<file path="src/rtl/audio_pkg.sv">
// Shared constants and state type for the I2S audio transmitter slice.
package audio_pkg;

  localparam int SAMPLE_W    = 16;
  localparam int FRAME_SLOTS = 32;
  localparam int LEFT_SLOTS  = 16;
  localparam int FRAME_W     = 2 * SAMPLE_W;
  localparam int SLOT_W      = $clog2(FRAME_SLOTS);

  typedef enum logic {
    ST_IDLE = 1'b0,
    ST_RUN  = 1'b1
  } tx_state_e;

endpackage

</file>
<file path="src/rtl/audio_i2s_tx_if.sv">
// Sample-request handshake from the PSG plus the I2S pin bundle toward the DAC.
interface audio_i2s_tx_if;
  import audio_pkg::*;

  logic                       enable;
  logic signed [SAMPLE_W-1:0] left_audio;
  logic signed [SAMPLE_W-1:0] right_audio;
  logic                       next_sample;
  logic                       i2s_bck;
  logic                       i2s_lrck;
  logic                       i2s_data;

  modport master (
    output enable, left_audio, right_audio,
    input  next_sample, i2s_bck, i2s_lrck, i2s_data
  );

  modport slave (
    input  enable, left_audio, right_audio,
    output next_sample, i2s_bck, i2s_lrck, i2s_data
  );

endinterface

</file>
<file path="src/rtl/audio_bck_gen.sv">
// Bit-clock generator: divides clk by 2*CLK_DIV and flags the cycle before each BCK edge.
module audio_bck_gen #(
  parameter int CLK_DIV = 8
) (
  input  logic clk,
  input  logic rst,
  input  logic en,
  output logic bck_o,
  output logic rise_tick_o,
  output logic fall_tick_o
);

  localparam int DIV_W = (CLK_DIV > 1) ? $clog2(CLK_DIV) : 1;
  localparam logic [DIV_W-1:0] DIV_TERM = DIV_W'(CLK_DIV - 1);

  logic [DIV_W-1:0] div_q, div_d;
  logic             bck_q, bck_d;
  logic             term;

  assign term = en && (div_q == DIV_TERM);

  always_comb begin
    div_d = div_q;
    bck_d = bck_q;
    if (!en) begin
      div_d = '0;
      bck_d = 1'b0;
    end else if (term) begin
      div_d = '0;
      bck_d = ~bck_q;
    end else begin
      div_d = div_q + 1'b1;
    end
  end

  always_ff @(posedge clk) begin
    if (rst) begin
      div_q <= '0;
      bck_q <= 1'b0;
    end else begin
      div_q <= div_d;
      bck_q <= bck_d;
    end
  end

  // Strobes are true in the cycle whose closing edge toggles BCK.
  assign bck_o       = bck_q;
  assign rise_tick_o = term && !bck_q;
  assign fall_tick_o = term &&  bck_q;

endmodule

</file>
<file path="src/rtl/audio_i2s_tx.sv">
// I2S transmitter: paces the PSG with next_sample and shifts out {left,right} MSB first,
// one BCK after each LRCK change.
module audio_i2s_tx
  import audio_pkg::*;
#(
  parameter int CLK_DIV = 8
) (
  input logic            clk,
  input logic            rst,
  audio_i2s_tx_if.slave  bus
);

  tx_state_e         state_q;
  logic              run;
  logic              bck;
  logic              fall_tick;
  logic              rise_tick_unused;

  logic [SLOT_W-1:0]  slot_q, slot_d, slot_nxt;
  logic [FRAME_W-1:0] shift_q, shift_d;
  logic               rlsb_q, rlsb_d;
  logic               lrck_q, lrck_d;
  logic               data_q, data_d;
  logic               req_q, req_d;
  logic               ns_q, ns_d;

  // Dropping enable stops everything on the same edge, so run folds in the live input.
  assign run = (state_q == ST_RUN) && bus.enable;

  audio_bck_gen #(.CLK_DIV(CLK_DIV)) u_bck_gen (
    .clk         (clk),
    .rst         (rst),
    .en          (run),
    .bck_o       (bck),
    .rise_tick_o (rise_tick_unused),
    .fall_tick_o (fall_tick)
  );

  assign slot_nxt = slot_q + 1'b1;

  always_comb begin
    slot_d  = slot_q;
    shift_d = shift_q;
    rlsb_d  = rlsb_q;
    lrck_d  = lrck_q;
    data_d  = data_q;
    req_d   = 1'b0;
    ns_d    = req_q;
    if (!run) begin
      slot_d  = '0;
      shift_d = '0;
      rlsb_d  = 1'b0;
      lrck_d  = 1'b0;
      data_d  = 1'b0;
      ns_d    = 1'b0;
    end else if (fall_tick) begin
      slot_d = slot_nxt;
      lrck_d = (slot_nxt >= SLOT_W'(LEFT_SLOTS));
      if (slot_q == '0) begin
        shift_d = {bus.left_audio, bus.right_audio};
        data_d  = bus.left_audio[SAMPLE_W-1];
        req_d   = 1'b1;
      end else begin
        shift_d = shift_q << 1;
        // Slot 0 replays the right LSB parked while entering slot 31.
        data_d  = (slot_nxt == '0) ? rlsb_q : shift_q[FRAME_W-2];
        if (slot_nxt == SLOT_W'(FRAME_SLOTS - 1))
          rlsb_d = shift_q[FRAME_W-3];
      end
    end
  end

  always_ff @(posedge clk) begin
    if (rst) begin
      state_q <= ST_IDLE;
      slot_q  <= '0;
      shift_q <= '0;
      rlsb_q  <= 1'b0;
      lrck_q  <= 1'b0;
      data_q  <= 1'b0;
      req_q   <= 1'b0;
      ns_q    <= 1'b0;
    end else begin
      state_q <= bus.enable ? ST_RUN : ST_IDLE;
      slot_q  <= slot_d;
      shift_q <= shift_d;
      rlsb_q  <= rlsb_d;
      lrck_q  <= lrck_d;
      data_q  <= data_d;
      req_q   <= req_d;
      ns_q    <= ns_d;
    end
  end

  assign bus.next_sample = ns_q;
  assign bus.i2s_bck     = bck;
  assign bus.i2s_lrck    = lrck_q;
  assign bus.i2s_data    = data_q;

endmodule

</file>
<file path="src/flat_wrapper.sv">
// flat-port wrapper written by rule: the top's interface ports become plain ports
module audio_i2s_tx_flat import audio_pkg::*;
#(
  parameter int CLK_DIV = 8
)
  (clk, rst, bus_enable, bus_left_audio, bus_right_audio, bus_next_sample, bus_i2s_bck, bus_i2s_lrck, bus_i2s_data);
  audio_i2s_tx_if bus_i ();
  input logic clk;
  input logic rst;
  input wire logic [$bits(bus_i.enable)-1:0] bus_enable;
  input wire logic [$bits(bus_i.left_audio)-1:0] bus_left_audio;
  input wire logic [$bits(bus_i.right_audio)-1:0] bus_right_audio;
  output wire logic [$bits(bus_i.next_sample)-1:0] bus_next_sample;
  output wire logic [$bits(bus_i.i2s_bck)-1:0] bus_i2s_bck;
  output wire logic [$bits(bus_i.i2s_lrck)-1:0] bus_i2s_lrck;
  output wire logic [$bits(bus_i.i2s_data)-1:0] bus_i2s_data;
  assign bus_i.enable = bus_enable;
  assign bus_i.left_audio = bus_left_audio;
  assign bus_i.right_audio = bus_right_audio;
  assign bus_next_sample = bus_i.next_sample;
  assign bus_i2s_bck = bus_i.i2s_bck;
  assign bus_i2s_lrck = bus_i.i2s_lrck;
  assign bus_i2s_data = bus_i.i2s_data;
  audio_i2s_tx #(.CLK_DIV(CLK_DIV)) u_core (.clk(clk), .rst(rst), .bus(bus_i));
endmodule
</file>
<file path="config.mk">
export PLATFORM = sky130hd
export DESIGN_NAME = audio_i2s_tx_flat
export DESIGN_NICKNAME = d
export VERILOG_FILES = /design/src/rtl/audio_pkg.sv /design/src/rtl/audio_i2s_tx_if.sv /design/src/rtl/audio_bck_gen.sv /design/src/rtl/audio_i2s_tx.sv /design/src/flat_wrapper.sv
export SDC_FILE = /design/constraint.sdc
export NUM_CORES = 1
export LEC_CHECK = 0
export BUFFER_PORTS_ARGS = -buffer_cell sky130_fd_sc_hd__clkbuf_2
export CAP_MARGIN = 40
export CORE_MARGIN = 5
export CORE_UTILIZATION = 57
export CTS_BUF_LIST = sky130_fd_sc_hd__clkbuf_8
export DETAILED_ROUTE_END_ITERATION = 6
export PLACE_DENSITY = 0.81
export RECOVER_POWER = 25
export SKIP_CTS_REPAIR_TIMING = 1
export SYNTH_ARGS = -nofsm -noshare
export SYNTH_HDL_FRONTEND = slang
export SYNTH_HIERARCHICAL = 1
export SYNTH_SLANG_ARGS = --single-unit
export TNS_END_PERCENT = 5
</file>
<file path="constraint.sdc">
create_clock -name clk -period 2.25 [get_ports clk]
set_input_delay 0.1125 -clock clk [delete_from_list [all_inputs] [get_ports clk]]
set_output_delay 0.1125 -clock clk [all_outputs]
set_load 0.03 [all_outputs]
</file>
==> results_dict.tcl, run 1 <==
set metrics [dict create \
    grt_first_pass_wirelength_mm 6.88 \
    dr.pass1.iters 4 \
    antenna_found_initial 0 \
    fin_skew_ns 0.00939 \
    cp_num_buf_inv 1 \
    drive_gt1_frac 0.198 \
    path_clk_slew_ns 0.08 \
    place_congestion 0.794 \
    dp_hpwl_mm 2.71 \
    crit_required_ns 2.46 \
    nets 288 \
    netlist_area_um2 2120 \
    wire_per_inst_um 13.2 \
    placementRows 22 \
    drc 0 \
    cts_root_buf "clkbuf_8" \
    worstSkewPairLatency_ns 0.30 \
    timing_worst_slew_pin_value_ns 0.507 \
    post-route-cell-area_um2 2410 \
    htreeDepth 2 \
    critPathArrivalTime_ns 2.18 \
    cts_buffers 5 \
    dr_total_vias 1572 \
    coreArea_um2 3630 \
    crit_chain "ha_1 > ha_1 > and3_2 > buf_4 > nor2_1 > a211oi_1" \
    grt_overflow 0 \
    placed_cell_area_um2 2300 \
    cap_violations 0 \
    grt_max_degree 29 \
    powerDensity_nw_per_um2 617 \
    dieArea_um2 5040 \
    crit_top_cell "ha_1" \
    status "complete, no violations" \
    grt_pass1_vias 1571 \
    syn_area_per_cell_um2 9.87 \
    setup_viol 0 \
    die_h_um 71.0 \
    fin_crit_sh 0.874 \
    postLayoutCoreUtil 0.663 \
    initial_core_util 0.584 \
    p_leak_uw 0.00110 \
    peakVddDrop_uv 418 \
    startpoint_type "flip-flop" \
    die_x_um 71.0 \
    path_class "flip-flop to flip-flop" \
    grtUsageTotal 0.166 \
    timing.fmax_mhz 508 \
    clk_path_buf_depth 2 \
    setup-tns-final_ns 0 \
    vias_per_cell 5.31 \
    hold_slack_ns 0.0145 \
    postSynthCellCount 215 \
    synth_warnings 6 \
    slowest_delay_ns 0.51 \
    setup_ws_ns 0.283 \
    hp-class "input pin to flip-flop" \
    area_growth_pct 13.4 \
    rsz0062_at_grt "no" \
    slowest_stage "and3_2" \
    ios 39 \
    syn_nets 256 \
    num_antenna_cells 0 \
    endpoint_kind "flip-flop" \
    clkSinkCount 46 \
    finalMaxSlewViolations 0 \
    drt-initial-drc-count 88 \
    worstPathMaxFanout 25 \
    antenna_left 0 \
    dp_slack_ns 0.301 \
    hold_viol 0 \
    relSlewSlack 0.661 \
    fin_crit_ns 1.97 \
    cts_tree "yes" \
    drt-total-wl_mm 3.92 \
    portBuffers 38 \
    path_delay_family "simple AND/OR/NAND/NOR gates" \
]
==> flip-flops by register name (all words and copies together), names as in the netlist <==
register	flops
u_core/shift_q	31
u_core/state_q	1
u_core/rlsb_q	1
u_core/bus.i2s_lrck	1
u_core/req_q	1
u_core/u_bck_gen/div_q	3
u_core/slot_q	5
u_core/bus.next_sample	1
u_core/u_bck_gen/bck_o	1
u_core/bus.i2s_data	1
==> worst paths after layout <==
kind / cells past startpoint / slack [ns] / from / endpoint
setup / recovery: 6 / 0.28 / u_core/u_bck_gen/div_q[0]$_SDFF_PP0_ / u_core/shift_q[14]$_SDFFE_PP0P_
hold / removal: 2 / 0.01 / rst / u_core/state_q$_SDFF_PP0_
setup reg to reg: 6 / 0.28 / u_core/u_bck_gen/div_q[0]$_SDFF_PP0_ / u_core/shift_q[14]$_SDFFE_PP0P_
hold reg to reg: 1 / 0.45 / u_core/u_bck_gen/div_q[0]$_SDFF_PP0_ / u_core/u_bck_gen/div_q[0]$_SDFF_PP0_
==> layout make-up <==
cell class | instances | area, um2
multi-input combinational | 149 | 1060
fill | 307 | 1230
inverter | 2 | 7.51
clock buffer | 5 | 68.8
tap | 48 | 60.1
clock inverter | 3 | 43.8
sequential | 46 | 921
timing repair buffer | 43 | 248
==> worst register-to-register path: cells and delay by family (launching register included) <==
family,cells,cell delay [ns]
DFF,1,0.35
AOI/OAI and AO/OA,1,0.21
adders and majority gates,2,0.39
buffers and inverters,1,0.34
and+or+nand+nor,2,0.59
==> per-stage QoR <==
step | std cells | power [uW]
CTS | 296 | 1510
global route | 296 | 1540
detailed placement | 288 | 894
global placement | 288 | 893
finish | 296 | 1480
floorplan | 215 | 858
==> power breakdown <==
part	internal [uW]	switching, uW	leakage [uW]
combinational	34.0	25.0	0.000673
sequential	815	1.07	0.000371
clock	333	277	0.0000585
==> placed cells by master (no fill, tap or decap), types with 2 or more instances in the layout <==
master,count
a211oi_1,31
a21oi_1,2
and2_1,2
and3_1,2
buf_12,2
buf_4,3
clkbuf_1,4
clkbuf_2,34
clkbuf_8,5
dfxtp_1,46
ha_1,6
inv_1,2
mux2i_1,33
nand2_1,4
nand2b_1,2
nand3_1,3
nand4_1,2
nor2_1,39
nor2b_1,2
nor3_1,3
nor3b_1,3
o21ai_0,2
xnor2_1,2
xor2_1,4
==> layer usage <==
metal  part of all wire  vias up  wire length (um)  track usage
li1                   -      825                 -            -
met1               0.48      712              1880        0.216
met2               0.47       30              1820        0.269
met3              0.043        5               168       0.0384
met4              0.011        0                45       0.0564
met5                  0        -                 0            0
(Power assumes the default switching activity.)
==> run 2, diff against run 1 <==
- RECOVER_POWER: 25 -> unset
==> run 2 against run 1 <==
Compared with the run above: combinational power about the same; hold slack about the same; clock power barely moved; non-clock buffer count stayed put; final area rose by 0.21%; critical path type unchanged; largest power group unchanged.
==> results_dict.tcl, run 2 (synthesis results as in run 1) <==
set metrics [dict create \
    status "complete, no violations" \
    p_leak_uw 0.00112 \
    finalMaxSlewViolations 0 \
    seqCellArea_um2 921 \
    htreeDepth 2 \
    postLayoutCoreUtil 0.664 \
    fin_crit_ns 1.97 \
    clock_power_share 0.411 \
    portBuffers 38 \
    p_total_uw 1480 \
    clk_path_buf_depth 2 \
    hold_depth 2 \
    hp-start "rst" \
    rr_endpoint "u_core/shift_q[14]$_SDFFE_PP0P_" \
    r2r_setup_slack_ns 0.28 \
    clkSinkCount 46 \
    endpoint_kind "flip-flop" \
    vias_per_cell 5.30 \
    num_antenna_cells 0 \
    rr_startpoint "u_core/u_bck_gen/div_q[0]$_SDFF_PP0_" \
    dieArea_um2 5040 \
    top_regs "u_core/shift_q x31, u_core/slot_q x5, u_core/u_bck_gen/div_q x3" \
    ios 39 \
    area_growth_pct 13.7 \
    path_clk_slew_ns 0.08 \
    die_h_um 71.0 \
    cts_root_buf "clkbuf_8" \
    cts_tree "yes" \
    dp_hpwl_mm 2.71 \
    drc 0 \
    rr_worst_depth 6 \
    dr_total_vias 1570 \
    worstPathMaxFanout 25 \
    slowest_delay_ns 0.51 \
    place_congestion 0.794 \
    seqPwrFrac 0.550 \
    hold_viol 0 \
    fin_skew_ns 0.00939 \
    powerDensity_nw_per_um2 615 \
    hold_path_end "u_core/state_q$_SDFF_PP0_" \
    cap_violations 0 \
    sw_frac_of_total 0.204 \
    multi_input_area_um2 1060 \
    slowest_stage "and3_2" \
    grt_pass1_vias 1571 \
    critPathArrivalTime_ns 2.18 \
    setup-tns-final_ns 0 \
    setup_viol 0 \
    combPwrFrac 0.040 \
    cts_buffers 5 \
    rsz0062_at_grt "no" \
    crit_top_cell "ha_1" \
    worstSkewPairLatency_ns 0.30 \
    regMostFlops "u_core/shift_q" \
    placementRows 22 \
    hp-class "input pin to flip-flop" \
    startpoint_type "flip-flop" \
    grt_first_pass_wirelength_mm 6.88 \
    crit_required_ns 2.46 \
    fillers 303 \
    largest_reg_flops 31 \
    drive_gt1_frac 0.214 \
    nets 288 \
    drt-total-wl_mm 3.92 \
    timing_worst_slew_pin_value_ns 0.507 \
    dr.pass1.iters 4 \
    grt_overflow 0 \
    drt-initial-drc-count 88 \
    final_common_cell "dfxtp_1" \
    hold_slack_ns 0.0146 \
    relSlewSlack 0.661 \
    fin_crit_sh 0.874 \
    path_class "flip-flop to flip-flop" \
    placed_cells 288 \
    power_switching_uw 303 \
    antenna_left 0 \
    wire_per_inst_um 13.2 \
    crit_chain "ha_1 > ha_1 > and3_2 > buf_4 > nor2_1 > a211oi_1" \
    antenna_found_initial 0 \
    layout_common_cells "46 x dfxtp_1, 39 x nor2_1, 38 x clkbuf_2" \
    die_x_um 71.0 \
    instances_no_fill 296 \
    grt_max_degree 29 \
    grtUsageTotal 0.166 \
    timing.fmax_mhz 508 \
    coreArea_um2 3630 \
    peakVddDrop_uv 418 \
    initial_core_util 0.584 \
    intPower_uw 1180 \
]
-- run 2: cell counts in the layout (fill, tap and decap cells not counted) --
No cell type changed its count.
-- run 2: per-stage QoR --
stage | setup slack, ns | cell area, um2
floorplan | 0.457 | 2120
global placement | 0.402 | 2300
detailed placement | 0.301 | 2300
CTS | 0.265 | 2410
global route | 0.0881 | 2410
finish | 0.283 | 2410
-- run 2: metal layers --
| layer | vias to the layer above | part of all wire | track usage |
|---|---|---|---|
| met1 | 710 | 0.48 | 0.216 |
| met2 | 30 | 0.47 | 0.269 |
| met5 | - | 0 | 0 |
| met4 | 0 | 0.011 | 0.0564 |
| li1 | 825 | - | - |
| met3 | 5 | 0.043 | 0.0384 |
-- run 2: cell type report --
| type | count | area share |
|---|---|---|
| Sequential cell | 46 | 0.382 |
| Tap cell | 48 | 0.0249 |
| Timing Repair Buffer | 43 | 0.105 |
| Multi-Input combinational cell | 149 | 0.439 |
| Inverter | 2 | 0.00311 |
| Clock buffer | 5 | 0.0285 |
| Clock inverter | 3 | 0.0182 |
-- run 2: worst max-delay path by stage --
stage | slack, ns | from | depth (start not counted) | to
floorplan | 0.46 | u_core/u_bck_gen/div_q[0]$_SDFF_PP0_ | 7 | u_core/slot_q[1]$_SDFFE_PP0P_
global placement | 0.40 | u_core/u_bck_gen/div_q[0]$_SDFF_PP0_ | 6 | u_core/shift_q[6]$_SDFFE_PP0P_
detailed placement | 0.30 | u_core/u_bck_gen/div_q[0]$_SDFF_PP0_ | 6 | u_core/shift_q[14]$_SDFFE_PP0P_
CTS | 0.26 | u_core/u_bck_gen/div_q[0]$_SDFF_PP0_ | 6 | u_core/shift_q[14]$_SDFFE_PP0P_
global route | 0.09 | u_core/u_bck_gen/div_q[0]$_SDFF_PP0_ | 6 | u_core/shift_q[14]$_SDFFE_PP0P_
finish | 0.28 | u_core/u_bck_gen/div_q[0]$_SDFF_PP0_ | 6 | u_core/shift_q[14]$_SDFFE_PP0P_
-- run 2: power groups by stage --
stage	Sequential, uW	Clock [uW]	Combinational (uW)
3_5_place_dp	835	0	59.3
6_report	816	610	59.0
5_1_grt	816	661	66.5
2_1_floorplan	835	0	23.4
4_1_cts	816	630	60.3
3_3_place_gp	835	0	58.6
-- run 2: critical path: cells and delay by family, from the launching register on --
family | cells | cell delay (ns)
AO/OA/AOI/OAI | 1 | 0.21
adder cells (fa/ha/maj) | 2 | 0.39
buffers and inverters | 1 | 0.33
flip-flops | 1 | 0.35
AND/OR/NAND/NOR | 2 | 0.58
